<file path="config.mk">
export PLATFORM = sky130hd
export DESIGN_NAME = dmem_responder
export DESIGN_NICKNAME = d
export VERILOG_FILES = /design/src/rtl/dmem_map_pkg.sv /design/src/rtl/dmem_responder_tx_fifo.sv /design/src/rtl/dmem_responder.sv
export SDC_FILE = /design/constraint.sdc
export NUM_CORES = 1
export LEC_CHECK = 0
export BUFFER_PORTS_ARGS = -buffer_cell sky130_fd_sc_hd__buf_2
export CORE_MARGIN = 4
export CORE_UTILIZATION = 55
export CTS_BUF_LIST = sky130_fd_sc_hd__clkbuf_2 sky130_fd_sc_hd__clkbuf_4 sky130_fd_sc_hd__clkbuf_8
export CTS_CLUSTER_DIAMETER = 30
export DETAILED_ROUTE_END_ITERATION = 10
export GPL_TIMING_DRIVEN = 0
export MAX_ROUTING_LAYER = met4
export PLACE_DENSITY = 0.86
export SKIP_CTS_REPAIR_TIMING = 1
export SYNTH_ARGS = -nofsm -noshare
export SYNTH_HDL_FRONTEND = slang
export SYNTH_SLANG_ARGS = --single-unit
</file>
<file path="constraint.sdc">
create_clock -name clock -period 5.86 [get_ports clock]
set_input_delay 1.172 -clock clock [delete_from_list [all_inputs] [get_ports clock]]
set_output_delay 1.172 -clock clock [all_outputs]
set_load 0.01 [all_outputs]
</file>
<file path="src/rtl/dmem_map_pkg.sv">
`default_nettype none
// ============================================================================
//  Module   : dmem_map_pkg
//  Purpose  : Shared address map and TX status layout for the data-memory
//             responder.
//  Revision : 1.0  initial release
// ============================================================================
package dmem_map_pkg;

  // Memory-mapped peripheral word addresses (all reachable as addi r0, -N)
  localparam logic [31:0] ADDR_CYCLE     = 32'hFFFF_FFF0;
  localparam logic [31:0] ADDR_TX_DATA   = 32'hFFFF_FFF1;
  localparam logic [31:0] ADDR_TX_STATUS = 32'hFFFF_FFF2;
  localparam logic [31:0] ADDR_LED       = 32'hFFFF_FFF3;

  // TX_STATUS bit positions
  localparam int ST_EMPTY     = 0;
  localparam int ST_FULL      = 1;
  localparam int ST_OVF       = 2;
  localparam int ST_COUNT_LSB = 8;

  // Assemble the TX_STATUS read word; unused bits read as zero
  function automatic logic [31:0] tx_status_word(
    input logic       empty,
    input logic       full,
    input logic       ovf,
    input logic [7:0] count
  );
    logic [31:0] w;
    w                       = '0;
    w[ST_EMPTY]             = empty;
    w[ST_FULL]              = full;
    w[ST_OVF]               = ovf;
    w[ST_COUNT_LSB +: 8]    = count;
    return w;
  endfunction

endpackage
`default_nettype wire

</file>
<file path="src/rtl/dmem_responder_tx_fifo.sv">
`default_nettype none
// ============================================================================
//  Module   : tx_fifo
//  Purpose  : Byte transmit FIFO, circular buffer, registered head (no
//             fall-through), valid/ready egress, overflow pulse on dropped push.
//  Revision : 1.0  initial release
// ============================================================================
module tx_fifo #(
  parameter  int DEPTH = 4,
  localparam int PW    = $clog2(DEPTH),
  localparam int CW    = PW + 1
) (
  input  logic          clock,
  input  logic          reset,
  input  logic          push,
  input  logic [7:0]    push_data,
  input  logic          pop_ready,
  output logic [7:0]    head,
  output logic          valid,
  output logic          full,
  output logic [CW-1:0] count,
  output logic          overflow_pulse
);

  logic [7:0]    r_mem [DEPTH];
  logic [PW-1:0] r_wr_ptr;
  logic [PW-1:0] r_rd_ptr;
  logic [CW-1:0] r_count;

  logic w_pop;
  logic w_push_ok;

  assign valid = (r_count != '0);
  assign full  = (r_count == CW'(DEPTH));
  assign count = r_count;
  assign head  = valid ? r_mem[r_rd_ptr] : 8'h00;

  // A pop in the same cycle frees a slot, so a push into a full FIFO is kept
  assign w_pop          = valid && pop_ready;
  assign w_push_ok      = push && (!full || w_pop);
  assign overflow_pulse = push && full && !w_pop;

  // Storage write; contents are don't-care until a slot is counted as valid
  always_ff @(posedge clock) begin
    if (w_push_ok) begin
      r_mem[r_wr_ptr] <= push_data;
    end
  end

  // Pointer and occupancy bookkeeping; pointers wrap naturally (power of two)
  always_ff @(posedge clock or negedge reset) begin
    if (!reset) begin
      r_wr_ptr <= '0;
      r_rd_ptr <= '0;
      r_count  <= '0;
    end else begin
      if (w_push_ok) r_wr_ptr <= r_wr_ptr + PW'(1);
      if (w_pop)     r_rd_ptr <= r_rd_ptr + PW'(1);
      case ({w_push_ok, w_pop})
        2'b10:   r_count <= r_count + CW'(1);
        2'b01:   r_count <= r_count - CW'(1);
        default: r_count <= r_count;
      endcase
    end
  end

endmodule
`default_nettype wire

</file>
<file path="src/rtl/dmem_responder.sv">
`default_nettype none
// ============================================================================
//  Module   : dmem_responder
//  Purpose  : Data-memory port responder. Decodes each M-stage access and
//             steers it to the data RAM or to the MMIO peripherals (cycle
//             counter, TX FIFO, LED). Load data returns combinationally.
//  Revision : 1.0  initial release
// ============================================================================
module dmem_responder
  import dmem_map_pkg::*;
#(
  parameter int RAM_AW   = 12,
  parameter int TX_DEPTH = 4,
  parameter int LED_W    = 16
) (
  input  logic              clock,
  input  logic              reset,
  input  logic [31:0]       address_dmem,
  input  logic [31:0]       data,
  input  logic              wren,
  output logic [31:0]       q_dmem,
  output logic [RAM_AW-1:0] ram_addr,
  output logic [31:0]       ram_wdata,
  output logic              ram_wren,
  input  logic [31:0]       ram_q,
  output logic [7:0]        tx_data,
  output logic              tx_valid,
  input  logic              tx_ready,
  output logic [LED_W-1:0]  led
);

  localparam int CW = $clog2(TX_DEPTH) + 1;

  logic [31:0]      r_cycle;
  logic             r_ovf;
  logic [LED_W-1:0] r_led;

  logic          w_is_ram;
  logic          w_sel_cycle;
  logic          w_sel_txd;
  logic          w_sel_stat;
  logic          w_sel_led;
  logic          w_fifo_full;
  logic [CW-1:0] w_fifo_count;
  logic          w_ovf_pulse;
  logic [31:0]   w_status;

  // Address decode: RAM region is every address whose upper bits are zero
  assign w_is_ram    = (address_dmem >> RAM_AW) == 32'd0;
  assign w_sel_cycle = (address_dmem == ADDR_CYCLE);
  assign w_sel_txd   = (address_dmem == ADDR_TX_DATA);
  assign w_sel_stat  = (address_dmem == ADDR_TX_STATUS);
  assign w_sel_led   = (address_dmem == ADDR_LED);

  // RAM address/data always driven; only the enable is gated by decode
  assign ram_addr  = address_dmem[RAM_AW-1:0];
  assign ram_wdata = data;
  assign ram_wren  = wren && w_is_ram;

  assign led = r_led;

  tx_fifo #(
    .DEPTH (TX_DEPTH)
  ) u_tx_fifo (
    .clock          (clock),
    .reset          (reset),
    .push           (wren && w_sel_txd),
    .push_data      (data[7:0]),
    .pop_ready      (tx_ready),
    .head           (tx_data),
    .valid          (tx_valid),
    .full           (w_fifo_full),
    .count          (w_fifo_count),
    .overflow_pulse (w_ovf_pulse)
  );

  assign w_status = tx_status_word(!tx_valid, w_fifo_full, r_ovf, 8'(w_fifo_count));

  // Free-running cycle counter; a store overrides the increment
  always_ff @(posedge clock or negedge reset) begin
    if (!reset) begin
      r_cycle <= '0;
    end else if (wren && w_sel_cycle) begin
      r_cycle <= data;
    end else begin
      r_cycle <= r_cycle + 32'd1;
    end
  end

  // Sticky overflow: set by a dropped push, cleared by any TX_STATUS store.
  // Both cannot happen together since the single port carries one access.
  always_ff @(posedge clock or negedge reset) begin
    if (!reset) begin
      r_ovf <= 1'b0;
    end else if (wren && w_sel_stat) begin
      r_ovf <= 1'b0;
    end else if (w_ovf_pulse) begin
      r_ovf <= 1'b1;
    end
  end

  // LED register
  always_ff @(posedge clock or negedge reset) begin
    if (!reset) begin
      r_led <= '0;
    end else if (wren && w_sel_led) begin
      r_led <= data[LED_W-1:0];
    end
  end

  // Side-effect-free load mux; unmapped addresses and TX_DATA read zero
  always_comb begin
    q_dmem = 32'd0;
    if (w_is_ram) begin
      q_dmem = ram_q;
    end else if (w_sel_cycle) begin
      q_dmem = r_cycle;
    end else if (w_sel_stat) begin
      q_dmem = w_status;
    end else if (w_sel_led) begin
      q_dmem = 32'(r_led);
    end
  end

endmodule
`default_nettype wire
</file>
# == Word level (Yosys, flattened, before mapping) ==
# Memories as Yosys holds them, arrays and structs flattened.
# Index checks and enable logic that the tools add are counted.
# totals
reg_bits,56
word_cells,47
mem_bits_rw,32
mem_count,1
in_bits,100
# mem_list
name,depth,width,read_ports,rd_ports_with_merged_regs,write_ports,line,source
u_tx_fifo.r_mem,4,8,1,0,1,dmem_responder_tx_fifo.sv:25,logic [7:0] r_mem [DEPTH];
# classes
n_eq_ne,7
muxes,11
reduce_logical,17
add_sub_neg,5
# op_table
operator,n
"32-bit equality test, second input constant",4
32-bit 2-to-1 mux,3
"32-bit by 1-bit adder with 32-bit output, second input constant",1
32-bit logical NOT,1
16-bit 2-to-1 mux,2
1-bit logical AND,9
8-bit 2-to-1 mux,1
3-bit case mux with 2 select lines,1
"2-bit by 1-bit adder with 2-bit output, second input constant",2
1-bit 2-to-1 mux,4
2-bit nonzero test,2
"3-bit by 1-bit adder with 3-bit output, second input constant",1
"3-bit equality test, second input constant",1
1-bit logical NOT,3
3-bit nonzero test,1
"3-bit by 1-bit subtractor with 3-bit output, second input constant",1
"2-bit by 1-bit equality test with 1-bit output, second input constant",1
"2-bit equality test, second input constant",1
1-bit logical OR,1

# == Logic depth before layout (Yosys ltp) ==
# Gate-level depths: netlist of run 1.
# logic_depth
word_depth,6
depth_mapped,11
mapped_depth_nobuf,10

# == Modules after synthesis ==
# A second synthesis of run 1 with hierarchy kept.
# hier_totals
hier_cells,513
hier_area_um2,5212.5
# modules_own_cells
module,instances,cells_per_inst,area_per_inst_um2
dmem_responder,1,408,3449.6
tx_fifo,1,105,1762.9

# == Least setup slack after synthesis of run 1 ==
# OpenSTA, ideal clock, no wires.
# synth_timing
kind,input-to-output
start,input address_dmem[3]
end,output q_dmem[12]
t_required_ps,4688
setup_slack_ps,1993
cell_stages,8
n_path_buf,3
t_arrival_ps,2695
cell_sequence,or2_2 > nor4_2 > buf_2 > and3_1 > buf_2 > buf_2 > a22o_1 > a21o_1
# synth_via
elab_chain_len,5
# synth_rtl
element,line,source
"start, declared",dmem_responder.sv:18,"input logic [31:0] address_dmem,"
32-bit equality test,dmem_responder.sv:53,assign w_sel_led = (address_dmem == ADDR_LED);
16-bit 2-to-1 mux,dmem_responder.sv:120,end else if (w_sel_led) begin
16-bit 2-to-1 mux,dmem_responder.sv:118,end else if (w_sel_stat) begin
32-bit 2-to-1 mux *,dmem_responder.sv:116,end else if (w_sel_cycle) begin
32-bit 2-to-1 mux *,dmem_responder.sv:114,if (w_is_ram) begin
"end, declared",dmem_responder.sv:21,"output logic [31:0] q_dmem,"
# Mark *: on every way between the ends. The rest lies on a longest branch, timed or not.

# == Worst setup path in the final report of run 1 ==
# layout_timing
start,input address_dmem[30]
end,output q_dmem[6]
# layout_via
elab_chain_len,5
# layout_rtl
element,line
32-bit equality test,dmem_responder.sv:53
16-bit 2-to-1 mux,dmem_responder.sv:120
16-bit 2-to-1 mux,dmem_responder.sv:118
32-bit 2-to-1 mux,dmem_responder.sv:116
32-bit 2-to-1 mux *,dmem_responder.sv:114
# Marked as above.

==> results of run 1 <==
-- final timing paths --
check | slack [ns] | start | cells past startpoint | endpoint
max | 1.20 | address_dmem[30] | 7 | q_dmem[6]
min | 0.55 | led[3]$_DFFE_PN0P_ | 1 | led[3]$_DFFE_PN0P_
max reg2reg | 3.02 | u_tx_fifo.count[0]$_DFFE_PN0P_ | 11 | u_tx_fifo.count[2]$_DFFE_PN0P_
min reg2reg | 0.55 | led[3]$_DFFE_PN0P_ | 1 | led[3]$_DFFE_PN0P_
max in group asynchronous | 4.51 | reset | 1 | r_cycle[17]$_DFF_PN0_
min in group asynchronous | 0.86 | reset | 1 | led[11]$_DFFE_PN0P_
-- kinds of logic (layout without fill, tap and decap cells) --
group | count (synthesis) | in the layout | share of synthesized area (%)
AOI/OAI and AO/OA | 90 | 90 | 11.8
and+or+nand+nor | 181 | 181 | 18.0
adders and majority gates | 6 | 6 | 1.58
DFF | 88 | 88 | 45.3
xor gates and xnor gates | 34 | 34 | 5.71
muxes | 26 | 26 | 8.04
buffers and inverters | 81 | 298 | 9.63
-- through the flow --
stage	setup WS, ns	std cells	power [uW]	hold slack, ns	area (um^2)
2_1_floorplan	1.99	506	793	0.487	5210
3_3_place_gp	1.27	836	892	0.521	6380
3_5_place_dp	1.28	836	902	0.534	6380
4_1_cts	1.26	852	1340	0.557	6590
5_1_grt	0.977	852	1400	0.573	6590
6_report	1.20	852	1340	0.548	6590
-- metal layers --
layer	vias up	wire length, um	global-route usage, %
li1	2201	-	-
met1	2280	5860	34.0
met2	194	7720	47.4
met3	28	792	3.49
met4	0	292	9.37
met5	-	0	-
-- cell usage in the layout, fill, tap and decap left out, types with 4 or more instances in the layout --
master    count
nor4_1        8
o211ai_1      7
buf_4        45
nand4_1      12
mux2_2        7
dfrtp_1      56
inv_1        11
nand3_1      19
a21o_1       10
nor3_1       10
clkbuf_1     16
mux4_2        8
edfxtp_1     32
a21oi_1      38
nor2_1       55
xor2_1        6
clkbuf_8      9
and2_1       16
xnor2_1      28
o21ai_0       4
and3_1        7
mux2_4       10
a22o_1       26
buf_2       206
nand2_1      35
ha_1          5
-- final cells by class --
type / instances / share of cell area, %
sequential: 88 / 35.8
multi-input combinational: 337 / 35.6
timing repair buffer: 201 / 15.3
buffer: 70 / 6.98
tap: 129 / 2.45
clock buffer: 9 / 1.88
clock inverter: 7 / 1.31
inverter: 11 / 0.626
-- sequential cells by signal (all words and copies together), names as in the netlist --
| name | flops |
|---|---|
| led | 16 |
| r_cycle | 32 |
| r_ovf | 1 |
| u_tx_fifo.count | 3 |
| u_tx_fifo.r_mem | 32 |
| u_tx_fifo.r_rd_ptr | 2 |
| u_tx_fifo.r_wr_ptr | 2 |
-- where the power goes --
group	leakage, uW	internal [uW]	switching (uW)	total [uW]
Combinational	0.00211	114	122	236
Sequential	0.00104	644	7.90	652
Clock	0.000105	208	240	448
Total	0.00325	966	370	1340
==> metrics.md, run 1 <==
| Metric | Value |
|---|---|
| WP data arrival | `3.49 ns` |
| Drt drc | `0` |
| Largest stage delay, worst path | `0.76 ns` |
| Netlist cell types | `49` |
| CTS buffer count | `9` |
| Vias in the first global route | `4877` |
| Post-synth EDFFs | `32` |
| Max_cap viols | `0` |
| Remaining global-route overflow | `0` |
| Cell leakage power | `0.00325 uW` |
| Area Overhead vs Synth | `26.5%` |
| FFs w/ async S/R, synth | `63.6%` |
| WS Path Type | `in -> out` |
| GRT Total Usage | `27.7%` |
| Final core occ | `71.3%` |
| Post-Route Skew | `0.00988 ns` |
| Status | `finished clean` |
| TritonCTS clock tree | `yes` |
| Post-route antenna net violation count | `0` |
| Core area | `9240 um^2` |
| Crit path required time | `4.69 ns` |
| CTS clk-pin slew, worst paths | `0.10 ns` |
| Crit path max fanout | `10` |
| CP endpoint kind | `output pin` |
| Cells after Synth | `506` |
| Final period util | `79.6%` |
| Sequential element share of the synthesized area | `45.3%` |
| Setup TNS | `0 ns` |
| Post-Syn Area | `5210 um^2` |
| Multi-input logic area | `2350 um^2` |
| Worst path slowest cell | `nor4_1` |
| Largest net degree at the start of global routing | `57` |
| PortBufs | `201` |
| DRT iter0 DRCs | `313` |
| FF+latch area | `2360 um^2` |
| Rel. slew slack | `44.3%` |
| Nets | `824` |
| Hold Path Class | `reg -> reg` |
| Syn Nets | `612` |
| Post-DP HPWL | `11300 um` |
| Fill count | `700` |
| Fmax | `214 MHz` |
| Die area | `11100 um^2` |
| GP Congestion | `0.951` |
| Ys Warns | `0` |
| Die span in y | `105 um` |
| Root Driver | `clkbuf_8` |
| Bufs and invs on worst path | `2` |
| Fin. max-slew vios | `0` |
| RSZ-0062 raised after global routing | `false` |
| Count leader, synth | `dfrtp_1` |
| Synth cell count leaders | `dfrtp_1, nor2_1, buf_4` |
| Clock sink total | `88` |
| Chip width | `105 um` |
| Via count | `4703` |
| Core Rows | `35` |
| DR pass1 iterations | `5` |
| Setup violations, final | `0` |
| Num ports | `202` |
| Synth top area cells | `dfrtp_1, edfxtp_1, buf_4` |
| Startpoint types | `input port` |
| Max VDD drop | `0.000104 V` |
| Worst skew pair latency | `0.36 ns` |
| Syn avg cell area | `10.3 um^2` |
| Power per cell area | `203 nW/um^2` |
| H-Tree Depth | `3` |
| Post-route minimum period | `4.66 ns` |
| Initial core utilization | `56.4%` |
| Cell accounting for the most synthesized area | `dfrtp_1` |
| DR vias/cell | `5.52` |
| Crit-path leading delay family | `simple AND/OR/NAND/NOR gates` |
| Global-route wire length before repair | `24000 um` |
| CP most frequent cell | `buf_2` |
| Area share of the largest cell type after synthesis | `26.9%` |
| Share of layout cells above drive strength 1 | `41.8%` |
| Initial antenna violation count | `0` |
| Critical Path, Cell by Cell | `buf_2 > nand4_1 > nor4_1 > nand2_1 > nor3_2 > a21o_1 > buf_2` |
| Routed length per instance | `17.2 um` |
| Slew @ Worst Pin | `0.828 ns` |
| Dominant synthesized flop cell | `dfrtp_1` |
| Antenna cells | `0` |
| Fin. Hold Viols | `0` |
| Detailed-route wire length | `14700 um` |
| FF+latch count, synth | `88` |
| Clock buffer depth | `2` |
Power figures use the tool's default switching activity.
==> run 2, diff against run 1 <==
--- a/config.mk
+++ b/config.mk
@@ -5,15 +5,16 @@
 export SDC_FILE = /design/constraint.sdc
 export NUM_CORES = 1
 export LEC_CHECK = 0
+export ABC_AREA = 1
 export BUFFER_PORTS_ARGS = -buffer_cell sky130_fd_sc_hd__buf_2
 export CORE_MARGIN = 4
-export CORE_UTILIZATION = 55
+export CORE_UTILIZATION = 52
 export CTS_BUF_LIST = sky130_fd_sc_hd__clkbuf_2 sky130_fd_sc_hd__clkbuf_4 sky130_fd_sc_hd__clkbuf_8
 export CTS_CLUSTER_DIAMETER = 30
 export DETAILED_ROUTE_END_ITERATION = 10
 export GPL_TIMING_DRIVEN = 0
 export MAX_ROUTING_LAYER = met4
-export PLACE_DENSITY = 0.86
+export PLACE_DENSITY = 0.8
 export SKIP_CTS_REPAIR_TIMING = 1
 export SYNTH_ARGS = -nofsm -noshare
 export SYNTH_HDL_FRONTEND = slang
==> constraint.sdc (replaced) <==
create_clock -name clock -period 4.8 [get_ports clock]
set_input_delay 0.96 -clock clock [delete_from_list [all_inputs] [get_ports clock]]
set_output_delay 0.96 -clock clock [all_outputs]
set_load 0.01 [all_outputs]
==> run 2 against run 1 <==
Clock skew decreased by 0.0013 ns. Design area grew 6.0%. Area after synthesis up 7.8%. Register-to-register slack worse by 0.21 ns.
==> metrics.md, run 2 <==
| Metric | Value |
|---|---|
| Status | `finished clean` |
| Syn avg cell area | `7.34 um^2 (-29%)` |
| Die area | `12500 um^2 (+13%)` |
| Rel. slew slack | `50.8% (+6.6 points)` |
| Clock buffer depth | `2 (unchanged)` |
| Sequential element share of the synthesized area | `42.0% (-3.3 points)` |
| Max_cap viols | `0 (unchanged)` |
| Critical Path, Cell by Cell | `buf_2 > nor2_1 > nand3_1 > nor2_1 > nand4_1 > clkinv_1 > clkbuf_1 > nand2_1 > nand2_1 > buf_2` |
| Initial antenna violation count | `1 (+1)` |
| Pre-CTS setup slack | `0.889 ns (-0.386 ns)` |
| TritonCTS clock tree | `yes` |
| Die span in y | `112 um (+6.3%)` |
| Commonest non-fill, non-tap cell in the layout | `nand2_1` |
| Chip width | `112 um (+6.3%)` |
| Crit path required time | `3.84 ns (-0.85 ns)` |
| Share of layout cells above drive strength 1 | `29.5% (-12 points)` |
| Syn Nets | `871 (+42%)` |
| RSZ-0062 raised after global routing | `false` |
| Remaining global-route overflow | `0 (unchanged)` |
| Worst skew pair latency | `0.36 ns (about the same)` |
| GRT Total Usage | `26.6% (-1.1 points)` |
| H-Tree Depth | `3 (unchanged)` |
| CTS buffer count | `9 (unchanged)` |
| Post-Route Skew | `0.00858 ns (-0.00130 ns)` |
| Drt drc | `0 (unchanged)` |
| Detailed-route wire length | `16400 um (+12%)` |
| WP data arrival | `2.93 ns (-0.56 ns)` |
| DR vias/cell | `5.08 (-7.9%)` |
| Cells after Synth | `765 (+51%)` |
| Slew @ Worst Pin | `0.737 ns (-0.0910 ns)` |
| Total Power | `1830 uW (+37%)` |
| Routed length per instance | `14.7 um (-15%)` |
| Fmax | `257 MHz` |
| Crit path max fanout | `10 (unchanged)` |
| Dominant synthesized flop cell | `dfrtp_1` |
| Commonest non-fill, non-tap cells in the layout | `nand2_1, buf_2, nor2_1` |
| Startpoint types | `input port` |
| Post-DP HPWL | `13100 um (+16%)` |
| Hold WS | `0.543 ns (-0.00492 ns)` |
| Power per cell area | `262 nW/um^2 (+29%)` |
| Cell leakage power | `0.00350 uW (+7.7%)` |
| Max VDD drop | `0.000260 V (+150%)` |
| Vias in the first global route | `5521 (+13%)` |
| Core Rows | `37 (+5.7%)` |
| Synth top area cells | `dfrtp_1, edfxtp_1, nand2_1` |
| Count leader, synth | `nand2_1` |
| Synth cell count leaders | `nand2_1, nor2_1, inv_1` |
| Root Driver | `clkbuf_8` |
| Post-route minimum period | `3.89 ns` |
| Core area | `10400 um^2 (+13%)` |
| Fill count | `970 (+39%)` |
| Nets | `1082 (+31%)` |
| PortBufs | `200 (-0.50%)` |
| Largest net degree at the start of global routing | `57 (unchanged)` |
| Via count | `5685 (+21%)` |
| Fin. max-slew vios | `0 (unchanged)` |
| Reg2reg setup slack | `2.81 ns (-0.21 ns)` |
| Clock sink total | `88 (unchanged)` |
| DR pass1 iterations | `5 (unchanged)` |
| CP endpoint kind | `output pin` |
| Initial core utilization | `53.9% (-2.5 points)` |
| Cell accounting for the most synthesized area | `dfrtp_1` |
| Netlist cell types | `30 (-39%)` |
| Post-route antenna net violation count | `0 (unchanged)` |
| WS Path Type | `in -> out` |
| Setup TNS | `0 ns (unchanged)` |
| CTS clk-pin slew, worst paths | `0.09 ns (about the same)` |
| Largest stage delay, worst path | `0.50 ns (-0.26 ns)` |
| Post-synth EDFFs | `32 (unchanged)` |
| Post-Syn Area | `5620 um^2 (+7.8%)` |
| GP Congestion | `0.968 (+1.8%)` |
| Area Overhead vs Synth | `24.4%` |
| Worst path slowest cell | `clkbuf_1` |
| FFs w/ async S/R, synth | `63.6% (unchanged)` |
| Num ports | `202 (unchanged)` |
| Area share of the largest cell type after synthesis | `24.9% (-1.9 points)` |
| DRT iter0 DRCs | `349 (+12%)` |
| Ys Warns | `0 (unchanged)` |
| Fin. Hold Viols | `0 (unchanged)` |
| Setup violations, final | `0 (unchanged)` |
| FF+latch count, synth | `88 (unchanged)` |
| Global-route wire length before repair | `26400 um (+10%)` |
| Final period util | `81.1%` |
| Min setup slack post-route | `0.907 ns (-0.289 ns)` |
| Hold Path Class | `reg -> reg` |
==> run 2: layout make-up <==
cell class	instances	area (um^2)	area share [%]
clock buffer	9	124	1.77
timing repair buffer	200	1000	14.4
tap	136	170	2.43
clock inverter	7	72.6	1.04
antenna	1	2.50	0.0358
buffer	69	452	6.46
multi-input combinational	547	2570	36.8
sequential	88	2360	33.8
inverter	61	229	3.28
==> run 2: logic make-up after synthesis <==
kind of cell             after synthesis  share of synthesized area, %
adder cells (fa/ha/maj)                6                          1.47
AND/OR/NAND/NOR                      432                          32.2
buffers and inverters                130                          12.1
XOR/XNOR                              24                          3.74
flip-flops                            88                          42.0
AO/OA/AOI/OAI                         85                          8.46
==> run 2: worst paths after layout <==
path	from	end	depth (start not counted)
setup / recovery	address_dmem[12]	q_dmem[0]	10
hold / removal	r_cycle[0]$_DFF_PN0_	r_cycle[0]$_DFF_PN0_	1
setup reg to reg	r_cycle[0]$_DFF_PN0_	r_cycle[22]$_DFF_PN0_	10
hold reg to reg	r_cycle[0]$_DFF_PN0_	r_cycle[0]$_DFF_PN0_	1
max in group asynchronous	reset	r_cycle[9]$_DFF_PN0_	1
min in group asynchronous	reset	u_tx_fifo.count[1]$_DFFE_PN0P_	1
==> run 2: report_power, final <==
part           internal [uW]  switching, uW
clock                    204            305
combinational            200            297
sequential               800           23.8
==> run 2: worst max-delay path: cells and delay by family <==
kind / cells / cell delay, ns
and+or+nand+nor: 6 / 0.96
buffers and inverters: 4 / 1.00
==> run 2: stage by stage <==
stage	utilization [%]	cells	area, um^2
floorplan	-	765	5620
global placement	65.2	1101	6790
detailed placement	65.2	1101	6790
CTS	67.1	1117	6990
global route	67.1	1118	6990
finish	67.1	1118	6990
==> run 2: metal layers <==
metal  track usage (%)  vias up  wire (um)
met3              3.70       31        982
met1              31.9     2586       6660
met5                 -        -          0
met4              7.77        0        352
li1                  -     2848          -
met2              46.6      220       8400
==> run 3, diff against run 2 <==
--- a/config.mk
+++ b/config.mk
@@ -5,10 +5,10 @@
 export SDC_FILE = /design/constraint.sdc
 export NUM_CORES = 1
 export LEC_CHECK = 0
-export ABC_AREA = 1
+export ABC_AREA = 0
 export BUFFER_PORTS_ARGS = -buffer_cell sky130_fd_sc_hd__buf_2
 export CORE_MARGIN = 4
-export CORE_UTILIZATION = 52
+export CORE_UTILIZATION = 51
 export CTS_BUF_LIST = sky130_fd_sc_hd__clkbuf_2 sky130_fd_sc_hd__clkbuf_4 sky130_fd_sc_hd__clkbuf_8
 export CTS_CLUSTER_DIAMETER = 30
 export DETAILED_ROUTE_END_ITERATION = 10
==> constraint.sdc (replaced) <==
create_clock -name clock -period 3.95 [get_ports clock]
set_input_delay 0.79 -clock clock [delete_from_list [all_inputs] [get_ports clock]]
set_output_delay 0.79 -clock clock [all_outputs]
set_load 0.01 [all_outputs]
==> run 3 against run 2 <==
Sequential cell count stayed put. Global-route usage shrank 0.28 points. Highest routed layer unchanged. Largest cell class is now sequential cells. Die area is 5.0% lower. Clock skew is 0.0035 ns higher. Via count decreased by 19%.
==> metrics.md, run 3 (synthesis results as in run 1) <==
| Metric | Value |
|---|---|
| Max_cap viols | `0 (unchanged)` |
| GP Congestion | `0.859 (-11%)` |
| Hold Path Class | `in -> async` |
| Bufs and invs on worst path | `3 (-1)` |
| Via count | `4608 (-19%)` |
| CP most frequent cell | `buf_2` |
| DR pass1 iterations | `5 (unchanged)` |
| Nets | `824 (-24%)` |
| Core area | `9860 um^2 (-5.3%)` |
| Initial antenna violation count | `0 (-1)` |
| Status | `finished clean` |
| DRT iter0 DRCs | `204 (-42%)` |
| Clock buffer depth | `2 (unchanged)` |
| Startpoint types | `input port` |
| Final period util | `95.1%` |
| Slew @ Worst Pin | `0.810 ns (+0.0726 ns)` |
| Share of layout cells above drive strength 1 | `41.8% (+12 points)` |
| Post-Route Skew | `0.0121 ns (+0.00349 ns)` |
| Routed length per instance | `17.1 um (+17%)` |
| Clock sink total | `88 (unchanged)` |
| Detailed-route wire length | `14700 um (-11%)` |
| Final core occ | `66.6% (-0.48 points)` |
| Largest net degree at the start of global routing | `57 (unchanged)` |
| CTS buffer count | `9 (unchanged)` |
| Reg2reg setup slack | `1.13 ns (-1.68 ns)` |
| CTS clk-pin slew, worst paths | `0.09 ns (about the same)` |
| Crit-path leading delay family | `simple AND/OR/NAND/NOR gates` |
| Power per cell area | `289 nW/um^2 (+10%)` |
| Chip width | `109 um (-2.5%)` |
| Post-route antenna net violation count | `0 (unchanged)` |
| Fin. max-slew vios | `0 (unchanged)` |
| Post-route minimum period | `3.76 ns` |
| Max VDD drop | `0.000178 V (-32%)` |
| DR vias/cell | `5.38 (+5.9%)` |
| WS Path Type | `in -> out` |
| Fmax | `266 MHz` |
| Post-DP HPWL | `11500 um (-13%)` |
| RSZ-0062 raised after global routing | `false` |
| Crit path required time | `3.16 ns (-0.68 ns)` |
| Commonest non-fill, non-tap cells in the layout | `buf_2, dfrtp_1, nor2_1` |
| Rel. slew slack | `45.2% (-5.6 points)` |
| Setup TNS | `0 ns (unchanged)` |
| Worst path slowest cell | `nor3_2` |
| Global-route wire length before repair | `23500 um (-11%)` |
| Critical Path, Cell by Cell | `buf_2 > or2_2 > nor4_2 > buf_2 > nand2_1 > nor3_2 > a21o_1 > buf_2` |
| Drt drc | `0 (unchanged)` |
| Num ports | `202 (unchanged)` |
| Cells on worst reg2reg path | `11 (+1)` |
| R2r startpoint | `u_tx_fifo.count[0]$_DFFE_PN0P_` |
| Root Driver | `clkbuf_8` |
| GRT Total Usage | `26.3% (-0.28 points)` |
| Crit path max fanout | `10 (unchanged)` |
| Vias in the first global route | `4782 (-13%)` |
| Initial core utilization | `52.8% (-1.1 points)` |
| WP data arrival | `2.97 ns (+0.04 ns)` |
| Cell leakage power | `0.00323 uW (-7.7%)` |
| Largest stage delay, worst path | `0.65 ns (+0.15 ns)` |
| Remaining global-route overflow | `0 (unchanged)` |
| Commonest non-fill, non-tap cell in the layout | `buf_2` |
| Area Overhead vs Synth | `26.1%` |
| TritonCTS clock tree | `yes` |
| PortBufs | `201 (+0.50%)` |
| Worst skew pair latency | `0.37 ns (about the same)` |
| H-Tree Depth | `3 (unchanged)` |
| Placed Area | `6380 um^2 (-6.0%)` |
| Setup violations, final | `0 (unchanged)` |
| Fin. Hold Viols | `0 (unchanged)` |
| Die area | `11900 um^2 (-5.0%)` |
| CP endpoint kind | `output pin` |
| Die span in y | `109 um (-2.5%)` |
| Antenna cells | `0 (-1)` |
| Cell area after layout | `6570 um^2 (-6.0%)` |
| Core Rows | `36 (-2.7%)` |
| Reg-to-Reg End | `u_tx_fifo.count[2]$_DFFE_PN0P_` |
[run 3: worst max path at each step]
stage / cells past startpoint / startpoint / endpoint
final: 8 / address_dmem[3] / q_dmem[6]
after global routing: 8 / address_dmem[3] / q_dmem[6]
after CTS: 7 / address_dmem[30] / q_dmem[6]
after detailed placement: 7 / address_dmem[30] / q_dmem[6]
after global placement: 7 / address_dmem[30] / q_dmem[13]
after floorplan: 8 / address_dmem[3] / q_dmem[12]
[run 3: worst register-to-register path, delay by kind of cell (launching register included)]
| family | cells | cell delay (ns) |
|---|---|---|
| buffers and inverters | 3 | 0.52 |
| flip-flops | 1 | 0.42 |
| AND/OR/NAND/NOR | 6 | 0.99 |
| AO/OA/AOI/OAI | 1 | 0.38 |
| adder cells (fa/ha/maj) | 1 | 0.42 |
[run 3: final cells by class]
type	instances	area, um^2
timing repair buffer	201	1010
sequential	88	2360
buffer	70	460
multi-input combinational	337	2350
fill	816	3290
clock inverter	7	55.1
inverter	11	41.3
tap	133	166
clock buffer	9	124
[run 3: report_power, final]
group	internal, uW	switching (uW)
clock	234	343
combinational	170	183
sequential	955	12.8
total	1360	539
[run 3: stage by stage]
step	worst slack [ns]	hold WS, ns	instances	total power, uW
after floorplan	0.847	0.487	506	1180
after detailed placement	0.0559	0.525	840	1340
final	0.194	0.472	856	1900
after global placement	0.0890	0.524	840	1330
after CTS	0.0381	0.547	856	1910
after global routing	0.0345	0.526	856	1990
[run 3: metal layers]
layer	vias up	track usage (%)	wire [um]
li1	2203	-	-
met5	-	-	0
met4	0	5.68	136
met1	2236	32.3	5990
met2	155	45.7	7810
met3	14	4.38	739
